## config.mk

```make
export PLATFORM = sky130hd
export DESIGN_NAME = basic_system_ram_burst_adapter
export DESIGN_NICKNAME = d
export VERILOG_FILES = /design/src/rtl/basic_system_ram_burst_adapter.sv
export SDC_FILE = /design/constraint.sdc
export NUM_CORES = 1
export LEC_CHECK = 0
export CAP_MARGIN = 20
export CORE_ASPECT_RATIO = 1.5
export CORE_MARGIN = 4
export CORE_UTILIZATION = 33
export CTS_CLUSTER_DIAMETER = 30
export DETAILED_ROUTE_END_ITERATION = 8
export PLACE_DENSITY = 0.85
export SLEW_MARGIN = 20
export SYNTH_ARGS = -nofsm -noshare
export SYNTH_HDL_FRONTEND = slang
export SYNTH_SLANG_ARGS = --single-unit
export TNS_END_PERCENT = 30
```

## constraint.sdc

```tcl
create_clock -name clk -period 3.3 [get_ports clk]
set_input_delay 0.66 -clock clk [delete_from_list [all_inputs] [get_ports clk]]
set_output_delay 0.66 -clock clk [all_outputs]
set_load 0.02 [all_outputs]
```

## src/rtl/basic_system_ram_burst_adapter.sv

```systemverilog
// Avalon-MM burst slave in front of a single-port on-chip RAM: splits burst
// reads/writes into one RAM access per cycle and returns read data in order.
module basic_system_ram_burst_adapter #(
    parameter int unsigned ADDR_W       = 10,
    parameter int unsigned DATA_W       = 32,
    parameter int unsigned BURST_W      = 4,
    parameter int unsigned READ_LATENCY = 1
) (
    input  logic                  clk,
    input  logic                  reset,
    input  logic [ADDR_W-1:0]     s_address,
    input  logic [BURST_W-1:0]    s_burstcount,
    input  logic                  s_read,
    input  logic                  s_write,
    input  logic [DATA_W-1:0]     s_writedata,
    input  logic [DATA_W/8-1:0]   s_byteenable,
    output logic                  s_waitrequest,
    output logic [DATA_W-1:0]     s_readdata,
    output logic                  s_readdatavalid,
    output logic [ADDR_W-1:0]     m_address,
    output logic                  m_chipselect,
    output logic                  m_write,
    output logic [DATA_W-1:0]     m_writedata,
    output logic [DATA_W/8-1:0]   m_byteenable,
    output logic                  m_clken,
    input  logic [DATA_W-1:0]     m_readdata
);

    typedef enum logic [1:0] {
        IDLE     = 2'd0,
        WR_BURST = 2'd1,
        RD_BURST = 2'd2
    } state_t;

    state_t                  state;
    state_t                  state_nxt;
    logic [ADDR_W-1:0]       addr;
    logic [ADDR_W-1:0]       addr_nxt;
    logic [BURST_W-1:0]      remaining;
    logic [BURST_W-1:0]      remaining_nxt;
    logic [BURST_W-1:0]      first_len;
    logic                    rd_issue;
    logic [READ_LATENCY-1:0] rd_pipe;

    // A burstcount of zero behaves as a single beat
    assign first_len = (s_burstcount == '0) ? BURST_W'(1) : s_burstcount;

    always_ff @(posedge clk or posedge reset) begin
        if (reset) begin
            state     <= IDLE;
            addr      <= '0;
            remaining <= '0;
        end else begin
            state     <= state_nxt;
            addr      <= addr_nxt;
            remaining <= remaining_nxt;
        end
    end

    always_comb begin
        state_nxt     = state;
        addr_nxt      = addr;
        remaining_nxt = remaining;
        m_chipselect  = 1'b0;
        m_write       = 1'b0;
        m_address     = addr;
        rd_issue      = 1'b0;
        s_waitrequest = 1'b0;

        case (state)
            IDLE: begin
                // Write takes priority if a master illegally raises both
                if (s_write) begin
                    m_chipselect = 1'b1;
                    m_write      = 1'b1;
                    m_address    = s_address;
                    if (first_len != BURST_W'(1)) begin
                        addr_nxt      = s_address + ADDR_W'(1);
                        remaining_nxt = first_len - BURST_W'(1);
                        state_nxt     = WR_BURST;
                    end
                end else if (s_read) begin
                    m_chipselect = 1'b1;
                    m_address    = s_address;
                    rd_issue     = 1'b1;
                    if (first_len != BURST_W'(1)) begin
                        addr_nxt      = s_address + ADDR_W'(1);
                        remaining_nxt = first_len - BURST_W'(1);
                        state_nxt     = RD_BURST;
                    end
                end
            end
            WR_BURST: begin
                if (s_write) begin
                    m_chipselect  = 1'b1;
                    m_write       = 1'b1;
                    addr_nxt      = addr + ADDR_W'(1);
                    remaining_nxt = remaining - BURST_W'(1);
                    if (remaining == BURST_W'(1)) begin
                        state_nxt = IDLE;
                    end
                end
            end
            RD_BURST: begin
                s_waitrequest = 1'b1;
                m_chipselect  = 1'b1;
                rd_issue      = 1'b1;
                addr_nxt      = addr + ADDR_W'(1);
                remaining_nxt = remaining - BURST_W'(1);
                if (remaining == BURST_W'(1)) begin
                    state_nxt = IDLE;
                end
            end
            default: begin
                state_nxt = IDLE;
            end
        endcase

        // No RAM traffic and no command acceptance while reset is held
        if (reset) begin
            m_chipselect  = 1'b0;
            m_write       = 1'b0;
            rd_issue      = 1'b0;
            s_waitrequest = 1'b1;
        end
    end

    // Issue strobes delayed to line up with the RAM read latency
    if (READ_LATENCY > 1) begin : g_rd_pipe_deep
        always_ff @(posedge clk or posedge reset) begin
            if (reset) begin
                rd_pipe <= '0;
            end else begin
                rd_pipe <= {rd_pipe[READ_LATENCY-2:0], rd_issue};
            end
        end
    end else begin : g_rd_pipe_single
        always_ff @(posedge clk or posedge reset) begin
            if (reset) begin
                rd_pipe <= '0;
            end else begin
                rd_pipe <= rd_issue;
            end
        end
    end

    assign s_readdatavalid = rd_pipe[READ_LATENCY-1] & ~reset;
    assign s_readdata      = m_readdata;
    assign m_writedata     = s_writedata;
    assign m_byteenable    = s_byteenable;
    assign m_clken         = 1'b1;

endmodule

```

Word-level counts from Yosys, hierarchy flattened
Cells that the tools add are included.

word-level totals
  memory bits (read-only) = 0
  bits in registers = 17
  bits in writable memories = 0
  latch bits = 0
  output and inout bits = 83
  memories = 0
  logic and storage cells = 56
  input bits = 86

operators by class
  eq/ne operators = 7
  $mul = 0
  muxes and demuxes = 33
  $add $sub $neg = 4
  reduce and logical (&&, ||, !) cells = 6
  bitwise logic cells = 2
  shifts and indexed selects = 0
  divide/modulo/power cells = 0
  magnitude comparators = 0

operators by type and width
  operator               count
  $mux 10                7
  $pmux 10 s3            1
  $add 10x1->10 const B  2
  $mux 4                 5
  $mux 2                 6
  $pmux 4 s3             1
  $mux 1                 10
  $sub 4x1->4 const B    2
  $pmux 2 s3             1
  $reduce_and 3->1       2
  $eq 4x1->1 const B     1
  $logic_not 4->1        1
  $ne 2x2->1 const B     2
  $ne 4x1->1 const B     1
  $ne 3x3->1 const B     1
  $pmux 1 s3             1
  $reduce_bool 3->1      1
  $eq 2x1->1 const B     1
  $eq 2x2->1 const B     1
  $logic_not 2->1        1
  $pmux 1 s2             1
  $reduce_or 2->1        1
  $and 1x1->1            1
  $not 1->1              1

Longest topological paths before layout
Gate-level depths: netlist of the first run.

  depth after elaboration = 7
  mapped depth = 13
  mapped depth without buffers = 9

Worst setup path after synthesis of the first run
OpenSTA, ideal clock, no wires.

  path type = register to register
  start = register state[0]
  end = register addr[4]
  clock period less this slack = 2.689 ns
  stages on the path, launching flop included = 14
  setup time = 0.131 ns
  buffers on the path = 4
  arrival time = 2.558 ns
  slack = 0.611 ns
  cells stage by stage = dfrtp_1 -> inv_1 -> ha_1 -> buf_6 -> buf_6 -> buf_2 -> buf_2 -> mux2_2 -> ha_1 -> inv_1 -> nor3_2 -> mux2_1 -> o21ai_1 -> o21ai_1

on the way
  cells in the longest elaborated chain, start to end = 3

RTL lines
  what                                                 RTL line  source
  start, declared                                      35        state_t state;
  start signal, assigned                               54        state <= state_nxt;
  $eq 2x1->1 (tied with other cells)                   70        case (state)
  $ne 2x2->1 (no source line) (tied with other cells)  --
  $reduce_and 3->1 (no source line)                    --
  end signal, assigned                                 55        addr <= addr_nxt;
  end, declared                                        37        logic [ADDR_W-1:0] addr;

Parallel ways exist; a longest one is shown, timed or not.
A chain may end at the register's enable or synchronous reset.

Final worst setup path of the first run
  start = input port s_read
  end = output port m_address[9]

on the way
  cells in the longest elaborated chain, start to end = 3

RTL lines
  what             RTL line  source
  start, declared  13        input logic s_read,
  $mux 10          82        end else if (s_read) begin
  $mux 10          73        if (s_write) begin
  $mux 10          70
  end, declared    20        output logic [ADDR_W-1:0] m_address,

No other way between the ends.

==> summary.txt, run 1 <==
Status
  • Outcome: finished, final reports clean

Setup path
  • Setup CP Type: in2out
  • Startpoint Class: input port
  • CP most frequent cell: clkdlybuf4s50_1
  • Crit-path cells: clkdlybuf4s50_1, o21ai_0, buf_4, mux2_2, clkdlybuf4s50_1
  • Critical path data required time: 2640 ps
  • CP Max Fanout: 11
  • Setup crit end kind: output port
  • Critical path arrival: 2410 ps
  • Slowest stage delay, CP: 550 ps
  • CP max-delay cell: clkdlybuf4s50_1

Clocking
  • H-tree levels: 1
  • Hold-fix buffers, CTS: 0
  • Root buf cell: clkbuf_8
  • Reg clk slew, reported paths: 70 ps
  • Post-CTS setup buffers: 0
  • CTS tree: built
  • Post-CTS Resized: 0
  • Clock sink total: 17
  • CTS Buf Count: 3
  • Max Root-Sink Buffers: 2
  • Clock Latency Late Sink: 260 ps

Placement
  • Port bufs: 31
  • Final HPWL DP: 3430 µm
  • GP Congestion: 0.825
  • Placed Area: between 1500 and 2000 µm²
  • Placed Cells: roughly 280

Finish
  • ANT cells: 0
  • Layout fillers: 638
  • Area Growth Syn to Fin: -3.91%
  • Sequential Area: 425 µm²
  • Non-Filler Instances: 286
  • Multi-input gate area: 1050 µm²
  • Ratio of cells with drive above 1 in the final layout: about 17%
  • NumNets Final: 308
  • Final core occ: 32.6%
  • Post-route design area: 2000 µm²

Timing
  • Final setup fails: 0
  • Fin. max-slew vios: 0
  • Tcrit/Tclk final: between 90 and 100%
  • Final min period: about 3100 ps
  • Setup Total Neg Slack: 0 ps
  • Final Hold Viols: 0
  • Clock Skews: 1.02 ps
  • Achievable Freq: 326 MHz
  • RSZ-0062 raised after global routing: false

Global route
  • GRT overflow: 0
  • Pin count of the biggest net entering global routing: 27
  • GRT Total Usage: around an eighth
  • Number of global-route vias before repair: between 1,500 and 2,000
  • First-pass GRT wire length: roughly 7300 µm
  • Initial antenna violation count: 0

Routing
  • Drt first pass iters: 4
  • Via density per instance: 5.48
  • Routed length per instance: 15.3 µm
  • Number of DRC markers in iteration 0: 58
  • DRC: 0
  • Routed via count: 1,568
  • Routed Antenna Nets: 0
  • Total Routed Length: 4380 µm

Yosys
  • Post-Synth XOR/XNOR Area: 2.10%
  • Synthesized Nets: approximately 340
  • Synth warnings: 0
  • Post-Syn Area: between 2000 and 2500 µm²
  • Synth top area cells: buf_4 (25%), dfrtp_1 (20%), mux2_2 (7.0%)
  • Post-synth top cells: buf_4 (69), nand2_1 (22), dfrtp_1 (17)
  • Adder-cell share of the synthesized area: 5.41%
  • Post-synth EDFFs: 0
  • Post-synthesis average cell area: 8.36 µm²
  • Post-synthesis compound-gate area fraction: roughly 15%
  • FF+latch count, synth: 17
  • Synth cell types: 49
  • Largest family of logic cells by synthesized area: buffers and inverters
  • Ys flop type: dfrtp_1
  • Largest area contributor in the netlist: buf_4
  • Most common cell in the synthesized netlist: buf_4
  • Top-area cell type share of the netlist area: about 25%
  • Cells after Synth: 249
  • Share of flip-flops with an asynchronous set or reset: 100%
  • Register area share after synthesis: 20.4%
  • Multiplexer share of the synthesized area: 10.5%
  • Synth Area in Simple Gates: around 17%

Floorplan
  • Die H: 105 µm
  • Die ar.: ~7700 µm²
  • Rows: 35
  • Core area: ~6100 µm²
  • Die Width: 72.8 µm
  • IO Count: between 150 and 200
  • Starting Density: roughly 34%

Pwr
  • Leak: 0.837 nW
  • Cell area power density: 946 nW/µm²
  • Power Total: 0.00189 W
  • Max VDD drop: 0.282 mV

Job
  • Max-cap violations: 0

Hold path
  • Worst hold-check path type: reg2reg
==> state kept, by name, indices dropped and copies added (netlist names) <==
| signal | count |
|---|---|
| addr | 10 |
| rd_pipe | 1 |
| remaining | 4 |
| state | 2 |
==> worst max-delay path: cells and delay by family <==
kind	cells	cell delay (ps)
buffers and inverters	3	1220
AO/OA/AOI/OAI	1	180
multiplexers	1	350
==> path summary, 6_finish.rpt <==
check | start | endpoint | slack [ps] | depth (start not counted)
max | s_read | m_address[9] | 230 | 5
min | remaining[1] | remaining[1] | 510 | 2
max reg2reg | state[0] | addr[8] | 840 | 8
min reg2reg | remaining[1] | remaining[1] | 510 | 2
max in group asynchronous | reset | addr[0] | 2240 | 3
min in group asynchronous | reset | rd_pipe | 870 | 3
==> metal layers <==
metal | track usage [%] | up-vias | routed length, µm | part of all wire (%)
met5 | 0 | - | 0 | 0
met4 | 12.1 | 0 | 354 | 8.1
met3 | 3.53 | 53 | 381 | 8.7
met2 | 18.2 | 70 | 2150 | 49
met1 | 12.0 | 739 | 1500 | 34
li1 | - | 706 | - | -
==> report_power, final <==
| part | internal [W] | leakage [nW] | switching [W] | total [W] |
|---|---|---|---|---|
| sequential | 0.000317 | 0.204 | 0.000113 | 0.000430 |
| clock | 0.0000840 | 0.0255 | 0.0000775 | 0.000162 |
| combinational | 0.000601 | 0.608 | 0.000698 | 0.00130 |
| total | 0.00100 | 0.837 | 0.000889 | 0.00189 |
==> per-stage QoR <==
stage	setup WS (ps)	hold WS [ps]
final	235	515
after global routing	120	561
after CTS	197	517
after detailed placement	220	502
after global placement	232	488
after floorplan	611	469
==> cells in the final DEF (no fill, tap or decap), types with 3 or more instances in the layout <==
cell	Yosys	final
clkdlybuf4s50_1	0	31
nand2_1	22	22
dfrtp_1	17	17
mux2_2	13	13
nor2_1	13	13
inv_1	11	11
o21ai_0	10	10
ha_1	9	9
nor3_1	7	7
mux2i_1	6	6
nand3_1	5	5
nor2b_1	5	5
a21oi_1	5	5
o21ai_1	5	5
buf_4	69	5
xor2_1	4	4
a221oi_1	3	3
a211oi_2	3	3
or2_2	3	3
clkbuf_8	0	3
==> cell type report <==
cell class	instances	area share [%]
flip-flops and latches	17	21.3
clock inverters	1	0.250
clock buffers	3	2.07
inverters	11	2.07
repair buffers	36	17.4
well taps	74	4.63
multi-input cells	144	52.3
==> logic make-up after synthesis <==
family,Yosys count
simple gates,67
xor+xnor,5
compound gates,42
mux,20
other cells,1
flops,17
buf+inv,88
fa+ha+maj,9
Note: power is estimated with default switching activity, not from simulation.
==> inputs of run 2 (changes only) <==
Settings changed: ABC_AREA set to 0.
==> results of run 2 <==
Same layout as run 1: the final DEF is identical, and so are final timing and power.
